--- config.mk ---
export PLATFORM = sky130hd
export DESIGN_NAME = heartbeat_generator
export DESIGN_NICKNAME = d
export VERILOG_FILES = /design/src/rtl/hb_pkg.sv /design/src/rtl/heartbeat_generator.sv
export SDC_FILE = /design/constraint.sdc
export NUM_CORES = 1
export LEC_CHECK = 0
export CAP_MARGIN = 20
export CORE_UTILIZATION = 40
export DETAILED_ROUTE_END_ITERATION = 8
export GPL_ROUTABILITY_DRIVEN = 0
export GPL_TIMING_DRIVEN = 0
export PLACE_DENSITY_LB_ADDON = 0.1
export SLEW_MARGIN = 20
export SYNTH_ARGS = -nofsm -noshare
export SYNTH_HDL_FRONTEND = slang
export SYNTH_SLANG_ARGS = --single-unit
export TNS_END_PERCENT = 5
--- constraint.sdc ---
create_clock -name clk -period 3.8 [get_ports clk]
set_input_delay 0.57 -clock clk [delete_from_list [all_inputs] [get_ports clk]]
set_output_delay 0.57 -clock clk [all_outputs]
set_load 0.03 [all_outputs]
--- src/rtl/hb_pkg.sv ---
// Shared types and constants for the watchdog heartbeat source.
package hb_pkg;

  typedef enum logic [1:0] {
    ST_IDLE   = 2'd0,
    ST_RUN    = 2'd1,
    ST_PAUSED = 2'd2,
    ST_FAULT  = 2'd3
  } hb_state_t;

  localparam int unsigned HB_MIN_PERIOD = 2;

  // Status register map encodings of the state field.
  localparam logic [1:0] HB_ST_IDLE   = 2'd0;
  localparam logic [1:0] HB_ST_RUN    = 2'd1;
  localparam logic [1:0] HB_ST_PAUSED = 2'd2;
  localparam logic [1:0] HB_ST_FAULT  = 2'd3;

  function automatic logic [31:0] hb_clamp_period(input logic [31:0] p,
                                                  input logic [31:0] min_p);
    return (p < min_p) ? min_p : p;
  endfunction

endpackage

--- src/rtl/heartbeat_generator.sv ---
// Periodic heartbeat source for the watchdog: kick handshake, recovery beat on
// warning, fault latch on trigger.
module heartbeat_generator
  import hb_pkg::*;
#(
  parameter int unsigned CLK_FREQ   = 125_000_000,
  parameter int unsigned MIN_PERIOD = HB_MIN_PERIOD,
  parameter int unsigned COUNT_W    = 16
) (
  input  logic               clk,
  input  logic               rstn,
  input  logic               enable,
  input  logic [31:0]        period_cycles,
  input  logic               pause,
  input  logic               kick_req,
  output logic               kick_ack,
  input  logic               wd_warning,
  input  logic               wd_triggered,
  output logic               heartbeat,
  output logic [COUNT_W-1:0] beat_count,
  output logic               fault,
  output logic [1:0]         state
);

  if (MIN_PERIOD < 2 || CLK_FREQ == 0) begin : g_bad_param
    $error("heartbeat_generator: MIN_PERIOD must be >= 2 and CLK_FREQ nonzero");
  end

  hb_state_t          state_q;
  logic [31:0]        cnt_q;
  logic [31:0]        plat_q;
  logic               hb_q;
  logic               ack_q;
  logic               fault_q;
  logic               warn_q;
  logic [COUNT_W-1:0] bc_q;

  logic active;
  logic kick;
  logic expiry;
  logic warn_rise;
  logic beat;

  // All beat sources collapse into one pulse; the trigger check in the FSM
  // below drops it when wd_triggered is sampled in the same cycle.
  always_comb begin
    active    = (state_q == ST_RUN) || (state_q == ST_PAUSED);
    kick      = active && kick_req && !ack_q;
    expiry    = (state_q == ST_RUN) && (cnt_q == plat_q - 32'd1);
    warn_rise = (state_q == ST_RUN) && wd_warning && !warn_q;
    beat      = kick || expiry || warn_rise;
  end

  always_ff @(posedge clk or negedge rstn) begin
    if (!rstn) begin
      state_q <= ST_IDLE;
      cnt_q   <= '0;
      plat_q  <= 32'(MIN_PERIOD);
      hb_q    <= 1'b0;
      ack_q   <= 1'b0;
      fault_q <= 1'b0;
      warn_q  <= 1'b0;
      bc_q    <= '0;
    end else begin
      warn_q <= wd_warning;
      hb_q   <= 1'b0;
      if (!enable) begin
        state_q <= ST_IDLE;
        ack_q   <= 1'b0;
        cnt_q   <= '0;
        fault_q <= 1'b0;
      end else begin
        case (state_q)
          ST_IDLE: begin
            plat_q  <= hb_clamp_period(period_cycles, 32'(MIN_PERIOD));
            cnt_q   <= '0;
            ack_q   <= 1'b0;
            state_q <= ST_RUN;
          end
          ST_RUN, ST_PAUSED: begin
            if (wd_triggered) begin
              state_q <= ST_FAULT;
              fault_q <= 1'b1;
              ack_q   <= 1'b0;
            end else begin
              if (kick)          ack_q <= 1'b1;
              else if (!kick_req) ack_q <= 1'b0;
              if (beat) begin
                hb_q  <= 1'b1;
                bc_q  <= bc_q + COUNT_W'(1);
                cnt_q <= '0;
              end else if (state_q == ST_RUN) begin
                cnt_q <= cnt_q + 32'd1;
              end
              if (state_q == ST_RUN && pause)         state_q <= ST_PAUSED;
              else if (state_q == ST_PAUSED && !pause) state_q <= ST_RUN;
            end
          end
          default: begin
            ack_q <= 1'b0;
          end
        endcase
      end
    end
  end

  assign heartbeat  = hb_q;
  assign kick_ack   = ack_q;
  assign fault      = fault_q;
  assign beat_count = bc_q;
  assign state      = state_q;

endmodule

==> results of run 1 <==
-- cells in the mapped netlist (10+ instances only) --
cell,n,area share
mux2i_1,10,0.019
nor3_1,21,0.020
nor2_1,24,0.017
nand2_1,45,0.032
nand4_1,10,0.012
or4_1,11,0.016
dfrtp_1,85,0.41
and3_1,21,0.025
xnor2_1,26,0.043
a31oi_1,24,0.029
nor4_1,18,0.021
xor2_1,26,0.043
nand3_1,26,0.025
mux2_2,31,0.067
a21oi_1,24,0.023
inv_1,16,0.011
nand2b_1,13,0.016
clkbuf_1,22,0.016
-- state kept, by name, indices dropped and copies added (netlist names) --
signal,flops
cnt_q,32
plat_q,32
beat_count,16
state,2
fault,1
heartbeat,1
kick_ack,1
warn_q,1
-- worst max-delay path: cells and delay by family, from the launching register on --
kind	cells	cell delay [ns]
AO/OA/AOI/OAI	3	0.61
buffers and inverters	3	0.44
AND/OR/NAND/NOR	4	1.72
adder cells (fa/ha/maj)	1	0.15
multiplexers	2	0.24
flip-flops	1	0.44
-- repair_timing --
item                       4_1_cts  5_1_grt
cloned                           4        0
gates resized for setup         24       13
pin swaps                        6        5
setup buffers                   13        2
setup endpoints to repair       49       46
-- final timing paths --
path | endpoint | slack, ns | from
setup reg to reg | cnt_q[23] | 0.07 | plat_q[0]
hold / removal | plat_q[9] | 0.16 | rstn
hold reg to reg | beat_count[15] | 0.47 | beat_count[15]
max in group asynchronous | cnt_q[27] | 3.01 | rstn
setup / recovery | cnt_q[23] | 0.07 | plat_q[0]
min in group clk | beat_count[15] | 0.47 | beat_count[15]
-- routing by layer --
layer,up-vias,part of all wire,track usage
met5,-,0,0
met4,0,0.033,0.1239
met3,31,0.053,0.04203
met2,171,0.47,0.3629
met1,2265,0.45,0.2881
li1,2234,-,-
-- cell type report --
class / instances / area [sq um]
timing repair buffer: 78 / 755.7
sequential: 86 / 2160
clock inverter: 6 / 61.31
fill: 1196 / 6022
inverter: 17 / 63.81
tap: 172 / 215.2
buffer: 25 / 155.1
multi-input combinational: 423 / 3050
clock buffer: 10 / 239.0
-- through the flow --
| stage | worst slack (ns) | instance area, sq um | hold WS (ns) |
|---|---|---|---|
| after detailed placement | -0.6025 | 6146 | 0.4568 |
| after floorplan | 0.007007 | 5325 | 0.2744 |
| after global placement | -1.096 | 6121 | 0.4594 |
| after global routing | -0.02815 | 6700 | 0.1917 |
| after CTS | 0.0002092 | 6639 | 0.1641 |
| final | 0.06559 | 6700 | 0.1629 |
-- power breakdown --
part | switching, uW | leakage, uW | internal, uW
clock | 383 | 0.000148 | 525
sequential | 277 | 0.00111 | 1130
combinational | 1020 | 0.00148 | 869
-- kinds of logic after synthesis --
family	after synthesis	share of synthesized area
xor+xnor	52	0.08681
simple gates	222	0.2375
compound gates	99	0.1264
flops	86	0.4104
mux	42	0.08777
buf+inv	46	0.03434
fa+ha+maj	7	0.01669
==> results.toml, run 1 <==
[yosys]
postSynth.asyncResetShare = 1.000
avgSynthCellArea_sq_um = 9.470
ys_seq_elements = 86
synthesis.area_sq_mm = 0.005246
synth_edf_count = 0
ys_seq_area_frac = 0.4104
syn_inst = 554
synthFlopType = "dfrtp_1"
yosysUniqueCellTypes = 58
synth.net_count = 600
yosys_warnings = 0

[route]
ant_nets = 0
wl_per_cell_microns = 17.63
drc = 0
drtPass1Iterations = 6
drt_iter0_drc = 322
viasPerCell = 5.754
wl_mm = 14.41
dr_total_vias = 4701

[setup_path]
ff2ff_path_depth = 13
critical_path_class = "reg -> reg"
crit_path_cell_trace = "inv_2 > ha_4 > or3b_4 > or4_4 > mux2i_1 > or4_4 > a2111o_1 > nor4_4 > buf_12 > o31ai_4 > buf_8 > a21oi_1 > mux2i_1"
crit_fanout = 10
cpMaxStageDelayCell = "or4_4"
slowest_delay_ns = 0.50
cp.arrival_ns = 3.96
crit_required_ns = 4.03
critPathLaunchType = "flop"
endpoint_kind = "flop"

[sta]
rsz0062_at_grt = "yes"
tns_ns = 0
setup_violations = 0
slew_headroom = 0.4425
worstMarginPinSlew_ns = 0.8286
min_period_ns = 3.734
min_period_over_period = 0.9827
fmax_mhz = 267.8
drv_slew = 0
skew_ns = 0.007880
hold_violations = 0

[job]
cap_viol_max_count = 0

[finish]
final_layout_size_suffix_gt1_frac = 0.1705
final_common_cell = "dfrtp_1"
area_delta_synth_final_pct = 27.71
nets = 686
antennaDiodeCount = 0
finalNonFillerCells = 817
mostFrequentLayoutCells = "dfrtp_1, clkdlybuf4s50_1, nand2_1"
fin_util = 0.5267

[global_routing]
grt_max_degree = 56
antenna_found_initial = 0
gr-total-overflow = 0
track_usage = 0.2262
grt_pass1_wl_mm = 23.12
grt_pass1_vias = 4576

[placed_design]
dp_cells = 785
dp_hpwl_mm = 10.12
io_buffers = 58

[clock_tree]
cts_tree = "built"
clk_pin_slew_ns = 0.07
clock_tree.buffer_depth = 2
cts_hold_buf = 0
cts_sinks = 86
root_buffer = "clkbuf_16"
cts_buffers = 9
h-tree-depth = 3
clock_latency_ns = 0.35

[pwr]
p_per_area_mw_per_mm2 = 628.5
vdd_drop_max_mv = 0.3945
power_uw = 4211
p_leak_uw = 0.002743

[floorplan]
pin_count = 60
die-height_microns = 116.5
dieArea_sq_mm = 0.01358
fp.dieW_microns = 116.5
start_util = 0.4124
core_sq_mm = 0.01272
rows = 41

[min_path]
min_path_type = "in -> async"

[outcome]
status = "finished clean"
(Power assumes the default switching activity.)
==> inputs of run 2 (changes only) <==
--- a/config.mk
+++ b/config.mk
@@ -7,6 +7,7 @@
 export LEC_CHECK = 0
 export CAP_MARGIN = 20
 export CORE_UTILIZATION = 40
+export CTS_BUF_LIST = sky130_fd_sc_hd__clkbuf_2
 export DETAILED_ROUTE_END_ITERATION = 8
 export GPL_ROUTABILITY_DRIVEN = 0
 export GPL_TIMING_DRIVEN = 0
==> run 2 against run 1 <==
Net effect: final cell count is 0.61% higher; critical path depth shrank 3; clock skew increased by 0.029 ns; register-to-register slack improved by 0.03 ns; flip-flop and latch count is the same; utilization decreased by 1.1 points; largest cell class unchanged.
==> results.toml, run 2 (synthesized netlist as in run 1, its figures left out) <==
[outcome]
status = "finished clean"

[route]
ant_nets = 0
wl_per_cell_microns = 17.53
dr_total_vias = 4703
viasPerCell = 5.721
drc = 0
drtPass1Iterations = 5
drt_iter0_drc = 342
wl_mm = 14.41

[pwr]
switchingPower_uw = 1648
combPwrFrac = 0.502
swShare = 0.4314
clkPwrFrac = 0.130
p_per_area_mw_per_mm2 = 582.6
vdd_drop_max_mv = 0.3856
p_seq_frac = 0.368
p_leak_uw = 0.002690
p_int_uw = 2172

[global_routing]
grt_pass1_vias = 4640
track_usage = 0.2265
grt_pass1_wl_mm = 23.27
antenna_found_initial = 0
grt_max_degree = 56
gr-total-overflow = 0

[sta]
setup_violations = 0
min_period_over_period = 0.9747
rsz0062_at_grt = "yes"
hold_violations = 0
tns_ns = 0
min_period_ns = 3.704
worstMarginPinSlew_ns = 0.7886
skew_ns = 0.03722
drv_slew = 0
fmax_mhz = 270.0
slew_headroom = 0.4694
worst_slack_ns = 0.09602

[floorplan]
die-height_microns = 116.5
rows = 41
start_util = 0.4124
pin_count = 60
fp.dieW_microns = 116.5
dieArea_sq_mm = 0.01358
core_sq_mm = 0.01272

[setup_path]
cpMaxStageDelayCell = "or4_4"
critical_path_class = "reg -> reg"
slowest_delay_ns = 0.57
cp.arrival_ns = 4.22
crit_path_cell_trace = "or4_4 > or4_4 > mux2i_1 > or4_4 > a2111o_1 > nor4_4 > buf_12 > o21bai_4 > buf_6 > mux2_1"
reg2reg_from = "plat_q[4]"
critPathLaunchType = "flop"
cpMostUsedCell = "or4_4"
reg2reg_slack_ns = 0.1
endpoint_kind = "flop"
rr_endpoint = "beat_count[1]"
crit_fanout = 6
crit_required_ns = 4.31
ff2ff_path_depth = 10

[clock_tree]
clk_pin_slew_ns = 0.25
clock_latency_ns = 0.60
h-tree-depth = 3
cts_tree = "built"
cts_sinks = 86
cts_buffers = 9
clock_tree.buffer_depth = 2
root_buffer = "clkbuf_2"

[finish]
finalNonFillerCells = 822
antennaDiodeCount = 0
area_delta_synth_final_pct = 25.02
mostFrequentLayoutCells = "dfrtp_1, clkdlybuf4s50_1, nand2_1"
final_layout_size_suffix_gt1_frac = 0.1769
nets = 691
multi_input_area_sq_mm = 0.003040
fillers = 1210
seq_area_sq_mm = 0.002162
final_common_cell = "dfrtp_1"

[min_path]
hold_depth = 3
hold_start = "enable"
holdPathEnd = "state[0]"
min_path_type = "in -> reg"

[placed_design]
io_buffers = 58
dp_hpwl_mm = 10.12
dp_cells = 785
place_ws_ns = -0.6025

[job]
cap_viol_max_count = 0
-- run 2: cell count changes in the layout (fill, tap and decap cells not counted), sizes merged --
cell	delta
clkinv	+1
buf	+3
dlygate4sd3	+1
-- run 2: worst max-delay path, delay by kind of cell (launching register included) --
kind,cells,cell delay (ns)
simple gates,4,1.96
compound gates,2,0.43
buf+inv,2,0.33
flops,1,0.46
mux,2,0.44
-- run 2: worst max-delay path by stage --
stage / start / to / slack [ns]
6_report: plat_q[4] / beat_count[1] / 0.1
5_1_grt: plat_q[1] / cnt_q[10] / -0.01
4_1_cts: plat_q[7] / beat_count[1] / 0.005
3_5_place_dp: plat_q[0] / cnt_q[15] / -0.60
3_3_place_gp: rstn / beat_count[2] / -1.10
2_1_floorplan: plat_q[5] / beat_count[1] / 0.007
-- run 2: cell type report --
class	count	share of cell area
multi-input cells	423	0.4636
flip-flops and latches	86	0.3296
repair buffers	84	0.1244
well taps	172	0.03281
plain buffers	24	0.02308
clock inverters	7	0.009920
inverters	17	0.009729
clock buffers	9	0.006868
-- run 2: per-layer routing --
layer	vias up	track usage	share of wire	wire [microns]
li1	2231	-	-	-
met1	2279	0.2906	0.45	6506
met2	158	0.3629	0.46	6681
met3	35	0.05086	0.055	790
met4	0	0.1051	0.030	435
met5	-	0	0	0
-- run 2: timing repair --
action	4_1_cts	5_1_grt
pin swaps	8	4
hold buffers	1	0
buffers inserted	19	1
resized for setup	28	11
endpoints found under the setup margin	49	45
hold endpoints to repair	30	0
cloned	4	0
-- run 2: power groups by stage --
| stage | clock network, uW | registers [uW] | logic, uW |
|---|---|---|---|
| after global placement | 0 | 1420 | 1620 |
| after global routing | 545 | 1440 | 2090 |
| after detailed placement | 0 | 1430 | 1660 |
| after CTS | 513 | 1400 | 1870 |
| after floorplan | 0 | 1400 | 1190 |
| final | 496 | 1410 | 1920 |
-- run 2: through the flow --
step           instance area (sq um)  hold slack [ns]  utilization  total power [uW]
6_report                        6559           0.2908       0.5155              3821
5_1_grt                         6559           0.2478       0.5155              4068
4_1_cts                         6515           0.2406       0.5121              3783
3_5_place_dp                    6146           0.4568       0.4831              3086
3_3_place_gp                    6121           0.4594       0.4811              3042
2_1_floorplan                   5325           0.2744            -              2582
